`config.mk`:
```
export PLATFORM = sky130hd
export DESIGN_NAME = stopwatch_ctrl
export DESIGN_NICKNAME = d
export VERILOG_FILES = /design/src/rtl/stopwatch_ctrl_pkg.sv /design/src/rtl/stopwatch_ctrl_digit.sv /design/src/rtl/stopwatch_ctrl.sv
export SDC_FILE = /design/constraint.sdc
export NUM_CORES = 1
export LEC_CHECK = 0
export BUFFER_PORTS_ARGS = -buffer_cell sky130_fd_sc_hd__buf_2
export CAP_MARGIN = 20
export CORE_ASPECT_RATIO = 1.2
export CORE_MARGIN = 2
export CORE_UTILIZATION = 39
export CTS_BUF_LIST = sky130_fd_sc_hd__clkbuf_16
export DETAILED_ROUTE_END_ITERATION = 10
export GPL_TIMING_DRIVEN = 0
export HOLD_SLACK_MARGIN = 0.05
export PLACE_DENSITY_LB_ADDON = 0.2
export RECOVER_POWER = 25
export SLEW_MARGIN = 5
export SYNTH_ARGS = -nofsm -noshare
export SYNTH_HDL_FRONTEND = slang
export SYNTH_SLANG_ARGS = --single-unit
```
`constraint.sdc`:
```
create_clock -name clk -period 1.9 [get_ports clk]
set_input_delay 0.19 -clock clk [delete_from_list [all_inputs] [get_ports clk]]
set_output_delay 0.19 -clock clk [all_outputs]
set_load 0.01 [all_outputs]
```
`src/rtl/stopwatch_ctrl_pkg.sv`:
```
// Shared widths, FSM state encoding, digit-enable patterns and the packed mm:ss BCD layout
// for the stopwatch controller.
package stopwatch_ctrl_pkg;

    localparam int SSD_SCAN_CTL_BIT_WIDTH = 2;
    localparam int BCD_BIT_WIDTH          = 4;

    typedef enum logic [1:0] {
        STATE_IDLE  = 2'd0,
        STATE_RUN   = 2'd1,
        STATE_PAUSE = 2'd2
    } state_t;

    // Active-low digit enables, DIG0 is the rightmost digit
    localparam logic [3:0] SSD_DIG0    = 4'b1110;
    localparam logic [3:0] SSD_DIG1    = 4'b1101;
    localparam logic [3:0] SSD_DIG2    = 4'b1011;
    localparam logic [3:0] SSD_DIG3    = 4'b0111;
    localparam logic [3:0] SSD_DIG_OFF = 4'b1111;

    typedef struct packed {
        logic [BCD_BIT_WIDTH-1:0] min_tens;
        logic [BCD_BIT_WIDTH-1:0] min_units;
        logic [BCD_BIT_WIDTH-1:0] sec_tens;
        logic [BCD_BIT_WIDTH-1:0] sec_units;
    } time_t;

endpackage

```
`src/rtl/stopwatch_ctrl_digit.sv`:
```
// One BCD digit that rolls over from LIMIT to 0, with a combinational carry for chaining.
// Latency: q updates on the clock edge after inc/clr; carry is combinational.
// Backpressure: none; inc is a single-cycle enable that is always accepted.
module bcd_digit_counter
    import stopwatch_ctrl_pkg::*;
#(
    parameter int LIMIT = 9
) (
    input  logic                     clk,
    input  logic                     rst,
    input  logic                     clr,
    input  logic                     inc,
    output logic [BCD_BIT_WIDTH-1:0] q,
    output logic                     carry
);

    localparam logic [BCD_BIT_WIDTH-1:0] LIM = BCD_BIT_WIDTH'(LIMIT);

    logic at_limit;

    assign at_limit = (q == LIM);
    assign carry    = inc & at_limit;

    // Clear outranks increment so a wrap and a clear in the same cycle both land on 0
    always_ff @(posedge clk) begin
        if (rst) begin
            q <= '0;
        end else if (clr) begin
            q <= '0;
        end else if (inc) begin
            q <= at_limit ? '0 : q + 4'd1;
        end
    end

endmodule

```
`src/rtl/stopwatch_ctrl.sv`:
```
// Stopwatch start/pause/clear FSM, mm:ss BCD count and registered seven-segment scan mux.
// Latency: input edge -> state/time 1 clk; scan_ctl -> ssd_ctl/bcd_out 1 clk.
// Backpressure: none; every detected input edge is acted on in the cycle it is seen.
module stopwatch_ctrl
    import stopwatch_ctrl_pkg::*;
#(
    parameter int SEC_LIMIT = 59,
    parameter int MIN_LIMIT = 59
) (
    input  logic                              clk,
    input  logic                              rst,
    input  logic                              tick,
    input  logic [SSD_SCAN_CTL_BIT_WIDTH-1:0] scan_ctl,
    input  logic                              start_stop,
    input  logic                              clear,
    output logic                              running,
    output logic [15:0]                       time_bcd,
    output logic [3:0]                        ssd_ctl,
    output logic [BCD_BIT_WIDTH-1:0]          bcd_out
);

    logic   tick_q, ss_q, clr_q;
    logic   tick_rise, ss_rise, clr_rise;
    state_t state_q, state_d;
    logic   cnt_inc, cnt_clr;
    logic   su_carry, st_carry, mu_carry, mt_carry;
    time_t  t;

    always_ff @(posedge clk) begin
        if (rst) begin
            tick_q <= 1'b0;
            ss_q   <= 1'b0;
            clr_q  <= 1'b0;
        end else begin
            tick_q <= tick;
            ss_q   <= start_stop;
            clr_q  <= clear;
        end
    end

    assign tick_rise = tick & ~tick_q;
    assign ss_rise   = start_stop & ~ss_q;
    assign clr_rise  = clear & ~clr_q;

    always_ff @(posedge clk) begin
        if (rst) begin
            state_q <= STATE_IDLE;
            running <= 1'b0;
        end else begin
            state_q <= state_d;
            running <= (state_d == STATE_RUN);
        end
    end

    // Clear wins over start/stop outside RUN; clear is ignored while running
    always_comb begin
        state_d = state_q;
        cnt_inc = 1'b0;
        cnt_clr = 1'b0;
        case (state_q)
            STATE_IDLE: begin
                if (clr_rise) begin
                    cnt_clr = 1'b1;
                end else if (ss_rise) begin
                    state_d = STATE_RUN;
                end
            end
            STATE_RUN: begin
                cnt_inc = tick_rise;
                if (ss_rise) begin
                    state_d = STATE_PAUSE;
                end
            end
            STATE_PAUSE: begin
                if (clr_rise) begin
                    cnt_clr = 1'b1;
                    state_d = STATE_IDLE;
                end else if (ss_rise) begin
                    state_d = STATE_RUN;
                end
            end
            default: state_d = STATE_IDLE;
        endcase
    end

    bcd_digit_counter #(.LIMIT(9)) u_sec_units (
        .clk   (clk),
        .rst   (rst),
        .clr   (cnt_clr),
        .inc   (cnt_inc),
        .q     (t.sec_units),
        .carry (su_carry)
    );

    bcd_digit_counter #(.LIMIT(SEC_LIMIT / 10)) u_sec_tens (
        .clk   (clk),
        .rst   (rst),
        .clr   (cnt_clr),
        .inc   (su_carry),
        .q     (t.sec_tens),
        .carry (st_carry)
    );

    // Terminal minute rollover also clears the whole minutes field back to 00
    bcd_digit_counter #(.LIMIT(9)) u_min_units (
        .clk   (clk),
        .rst   (rst),
        .clr   (cnt_clr | mt_carry),
        .inc   (st_carry),
        .q     (t.min_units),
        .carry (mu_carry)
    );

    bcd_digit_counter #(.LIMIT(MIN_LIMIT / 10)) u_min_tens (
        .clk   (clk),
        .rst   (rst),
        .clr   (cnt_clr | mt_carry),
        .inc   (mu_carry),
        .q     (t.min_tens),
        .carry (mt_carry)
    );

    assign time_bcd = t;

    always_ff @(posedge clk) begin
        if (rst) begin
            ssd_ctl <= SSD_DIG_OFF;
            bcd_out <= '0;
        end else begin
            case (scan_ctl)
                2'd0: begin ssd_ctl <= SSD_DIG0; bcd_out <= t.sec_units; end
                2'd1: begin ssd_ctl <= SSD_DIG1; bcd_out <= t.sec_tens;  end
                2'd2: begin ssd_ctl <= SSD_DIG2; bcd_out <= t.min_units; end
                default: begin ssd_ctl <= SSD_DIG3; bcd_out <= t.min_tens; end
            endcase
        end
    end

endmodule

```
# ---- Word level (Yosys, flattened, before mapping)
# Index checks and enable logic that the tools add are counted.
dict set report totals {
  reg_bits 30
  elab_cells 54
  output_inout_bits 25
  in_bits 7
}
dict set report op_classes {
  n_reduce_logical 5
  mux 14
  bitwise 11
  add_sub_neg 4
  eq_ne 9
}
# operator count
set ops {}
lappend ops {{$pmux 4 s3} 2}
lappend ops {{$add 4x1->4 const B} 4}
lappend ops {{$mux 4} 4}
lappend ops {{$eq 4x3->1 const B} 2}
lappend ops {{$eq 4x4->1 const B} 2}
lappend ops {{$mux 2} 4}
lappend ops {{$and 1x1->1} 7}
lappend ops {{$eq 2x1->1 const B} 3}
lappend ops {{$pmux 2 s3} 1}
lappend ops {{$reduce_or 2->1} 3}
lappend ops {{$eq 2x2->1 const B} 2}
lappend ops {{$logic_not 2->1} 2}
lappend ops {{$mux 1} 3}
lappend ops {{$not 1->1} 3}
lappend ops {{$or 1x1->1} 1}

# ---- Longest topological paths before layout
dict set report depth {
  ltp_word 9
  mapped_depth 6
  mapped_depth_nobuf 4
}

# ---- Cells and area by module
# From an unflattened synthesis, not the netlist that was laid out.
dict set report unflattened {
  hier_cells 129
  area_unflattened_um2 1286.2
}
# module seq_area_each_um2 area_per_inst_um2 cells_per_inst n_inst
set modules_own_cells {}
lappend modules_own_cells {stopwatch_ctrl 280.3 535.5 51 1}
lappend modules_own_cells {{bcd_digit_counter (u_min_units ...)} 80.1 188.9 20 2}
lappend modules_own_cells {{bcd_digit_counter (u_min_tens ...)} 80.1 186.4 19 2}

# ---- Least setup slack after synthesis
# OpenSTA, ideal clock, no wires.
dict set report synth_path {
  path_kind {register to register}
  start {reg u_sec_units.q[2]}
  end {reg u_min_tens.q[1]}
  t_arrival_ps 1551
  setup_slack_ps 278
  required_ps 1830
  stages_incl_launch_ff 6
  setup_ps 70
  period_less_slack_ps 1622
  path_buffers 1
  cell_sequence {dfxtp_1 > and4bb_4 > nand3_4 > buf_6 > or4_1 > a21oi_1}
}
dict set report synth_between {
  elab_chain_cells 7
}
# element line
set synth_rtl {}
lappend synth_rtl {{from (decl)} stopwatch_ctrl_digit.sv:13} ;# output logic [BCD_BIT_WIDTH-1:0] q,
lappend synth_rtl {{from (signal assigned)} stopwatch_ctrl_digit.sv:31} ;# q <= at_limit ? '0 : q + 4'd1;
lappend synth_rtl {{$eq 4x4->1 *} stopwatch_ctrl_digit.sv:21} ;# assign at_limit = (q == LIM);
lappend synth_rtl {{$and 1x1->1 * (3 in a row)} stopwatch_ctrl_digit.sv:22} ;# assign carry = inc & at_limit;
lappend synth_rtl {{$and 1x1->1} stopwatch_ctrl_digit.sv:22}
lappend synth_rtl {{$or 1x1->1} stopwatch_ctrl.sv:117} ;# .clr (cnt_clr | mt_carry),
lappend synth_rtl {{$reduce_or 2->1 (no source line)} -}
lappend synth_rtl {{to (signal assigned)} stopwatch_ctrl_digit.sv:31}
lappend synth_rtl {{to (decl)} stopwatch_ctrl_digit.sv:13}
# Every way passes the cells marked *; elsewhere a longest branch is shown, timed or not.
# A chain may end at the register's enable or synchronous reset.

# ---- Worst setup path after layout
dict set report layout_path {
  start {reg u_sec_tens.q[1]}
  end {reg u_min_tens.q[3]}
}
dict set report layout_between {
  elab_chain_cells 6
}
# element line
set layout_rtl {}
lappend layout_rtl {{from (decl)} stopwatch_ctrl_digit.sv:13}
lappend layout_rtl {{from (signal assigned)} stopwatch_ctrl_digit.sv:31}
lappend layout_rtl {{$eq 4x3->1 *} stopwatch_ctrl_digit.sv:21}
lappend layout_rtl {{$and 1x1->1 * (2 in a row)} stopwatch_ctrl_digit.sv:22}
lappend layout_rtl {{$and 1x1->1} stopwatch_ctrl_digit.sv:22}
lappend layout_rtl {{$or 1x1->1} stopwatch_ctrl.sv:117}
lappend layout_rtl {{$reduce_or 2->1 (no source line)} -}
# Marked as above.

==> results.py <==
metrics = {
    "clock_tree": {
        "clk_pin_slew_ns": 0.05,
        "cts_buffer_depth": 2,
        "cts_sinks": 30,
        "clk_latency_ns": 0.27,
        "cts_buffers": 5,
        "cts_root_buffer": "clkbuf_16",
        "ctsResizeCount": 0,
        "cts_tree": "built",
        "cts-htree-levels": 2,
        "post_cts_buffers": 0,
        "cts_hold_buf": 0,
    },
    "critical_path": {
        "crit_family": "simple AND/OR/NAND/NOR gates",
        "r2r_slack_ns": 0.13,
        "r2r_cells": 5,
        "critPathBufInv": 1,
        "crit_path_end_kind": "register",
        "cp.required_ns": 2.10,
        "cp.depth": 5,
        "crit_path_top_delay_cell": "or4_1",
        "worstPathCellList": "buf_2 > and4bb_2 > nand3_1 > or4_1 > a21oi_1",
        "cp-endpoint": "u_min_tens.q[3]$_SDFFE_PP0P_",
        "rr_startpoint": "u_sec_tens.q[1]$_SDFFE_PP0N_",
        "slowest_delay_ns": 0.51,
        "r2r-end": "u_min_tens.q[3]$_SDFFE_PP0P_",
        "cp-start-kind": "register",
        "worstPathMaxFanout": 10,
        "critPathKind": "register to register",
        "startpoint": "u_sec_tens.q[1]$_SDFFE_PP0N_",
        "worstPathArrival_ns": 1.97,
    },
    "status": {
        "outcome": "finished clean",
    },
    "floorplanning": {
        "fp.coreArea_mm2": 0.00334,
        "dieArea_mm2": 0.00399,
        "initial_utilization": 0.409,
        "row_count": 23,
        "dieWidth_um": 58.0,
        "io_pins": 32,
        "die_h_um": 68.8,
    },
    "layout": {
        "antenna_cells": 0,
        "layout_common_cells": "30 x dfxtp_1, 21 x buf_2, 14 x clkbuf_1, 14 x a21oi_1, 13 x nor2b_1",
        "final_nets": 185,
        "final_common_cell": "dfxtp_1",
        "syn_to_final_growth_pct": 23.3,
        "utilization": 0.504,
        "drive_gt1_frac": 0.212,
        "layout.cells.non_filler": 216,
    },
    "synthesis": {
        "yosys.cell_types.count": 37,
        "synth_area_leaders": "dfxtp_1 44%, nor2b_1 6.0%, a21oi_1 5.1%, mux4_2 4.9%, nor2_1 2.7%",
        "synth-seq-area-share": 0.440,
        "synth_warnings": 0,
        "synth_top_area_cell": "dfxtp_1",
        "synthCells": 142,
        "netlist_area_mm2": 0.00137,
        "synth_top_area_share": 0.440,
        "synth_seq_cells": 30,
        "avgSynthCellArea_um2": 9.61,
        "syn-num-nets": 149,
    },
    "timing": {
        "rsz0062_at_grt": "no",
        "max_freq_mhz": 564,
        "hold_ws_ns": 0.142,
        "clock_skew_ns": 0.00497,
        "period_minus_slack_ns": 1.77,
        "period_share": 0.933,
        "setup_tns_ns": 0,
        "fin_ws_ns": 0.127,
        "slew_violations": 0,
        "timing.slew.headroom": 0.648,
        "finalSetupViolCount": 0,
        "hold_viol_final": 0,
        "worst_pin_slew_ns": 0.528,
    },
    "drt": {
        "num_vias": 1174,
        "drtAntennaViolNets": 0,
        "dr.pass1.iters": 4,
        "routedWlPerCell_um": 13.9,
        "via_per_inst": 5.44,
        "drc_errors": 0,
        "first_iter_violations": 26,
        "drt_wl_total_um": 3010,
    },
    "flow_run": {
        "max_cap_viol_count": 0,
    },
    "placed_design": {
        "port_buffers": 29,
        "dp_slack_ns": 0.149,
        "hpwlAfterDp_um": 2160,
        "placedCellCount": 208,
        "gp_congestion": 0.750,
    },
    "grt": {
        "grtUsageTotal": 0.171,
        "grt_pass1_wl_um": 4940,
        "antenna_found_initial": 0,
        "grt_pass1_vias": 1037,
        "grt_max_degree": 11,
        "grt.overflow.total": 0,
    },
    "power": {
        "power_density_mw_per_mm2": 859,
        "peakVddDrop_uv": 742,
        "power_leakage_nw": 0.648,
    },
    "hold_path": {
        "hold_path_class": "input port to register",
        "hold_path_startpoint": "tick",
    },
}
Yosys cell counts:
master / n
and2b_1: 1
nand3_4: 1
or4_1: 3
nand3b_1: 3
inv_1: 4
nor2b_1: 13
and4bb_4: 1
mux4_1: 1
and4bb_2: 1
o21ai_0: 7
xor2_1: 2
buf_6: 3
nand4b_1: 1
nand2_1: 8
nor3_1: 1
a21oi_1: 14
nand3_1: 2
and4b_1: 1
xnor2_1: 1
a31oi_1: 1
o31ai_1: 4
dfxtp_1: 30
and4bb_1: 1
and3_1: 1
nand2b_1: 2
clkbuf_1: 5
o2bb2a_1: 1
a31o_2: 1
or3_1: 5
nor2_1: 10
or4b_1: 1
nor3b_1: 3
buf_2: 1
mux4_2: 3
mux2i_1: 1
nand4_1: 3
or2_2: 1
state kept, by name, indices dropped and copies added, names as in the netlist:
name           count
bcd_out            4
clr_q              1
running            1
ss_q               1
ssd_ctl            4
state_q            2
tick_q             1
u_min_tens.q       4
u_min_units.q      4
u_sec_tens.q       4
u_sec_units.q      4
how the worst min path moves through the flow:
stage | slack (ns) | end | depth (start not counted)
floorplan | 0.26 | bcd_out[3]$_SDFF_PP0_ | 1
global placement | 0.41 | tick_q$_SDFF_PP0_ | 2
detailed placement | 0.43 | tick_q$_SDFF_PP0_ | 2
CTS | 0.14 | ss_q$_SDFF_PP0_ | 2
global route | 0.17 | tick_q$_SDFF_PP0_ | 2
finish | 0.14 | tick_q$_SDFF_PP0_ | 2
where the power goes:
group          switching, mW  internal [mW]
logic                 0.0411         0.0268
clock network          0.260          0.471
registers            0.00467          0.642
per-stage QoR:
step / instance area, µm² / power, mW
2_1_floorplan: 1370 / 0.705
3_3_place_gp: 1560 / 0.727
3_5_place_dp: 1560 / 0.729
4_1_cts: 1690 / 1.47
5_1_grt: 1680 / 1.50
6_report: 1680 / 1.45
layout make-up:
type,count,area (µm²)
sequential,30,601
buffer,9,57.6
timing repair buffer,29,134
clock buffer,5,125
inverter,4,15.0
multi-input combinational,99,692
clock inverter,3,12.5
tap,37,46.3
fill,327,1660
metal layers:
metal,wire (µm),vias to the layer above,GRT usage
met5,0,-,0
met1,1310,551,0.197
met4,76,0,0.105
met2,1450,33,0.274
li1,-,585,-
met3,176,5,0.0578
cell families after synthesis:
group / after synthesis / synth area share
simple gates: 63 / 0.294
flops: 30 / 0.440
compound gates: 28 / 0.117
buf+inv: 13 / 0.0532
mux: 5 / 0.0761
xor+xnor: 3 / 0.0193
No activity file was read; power rests on OpenSTA's default activity.
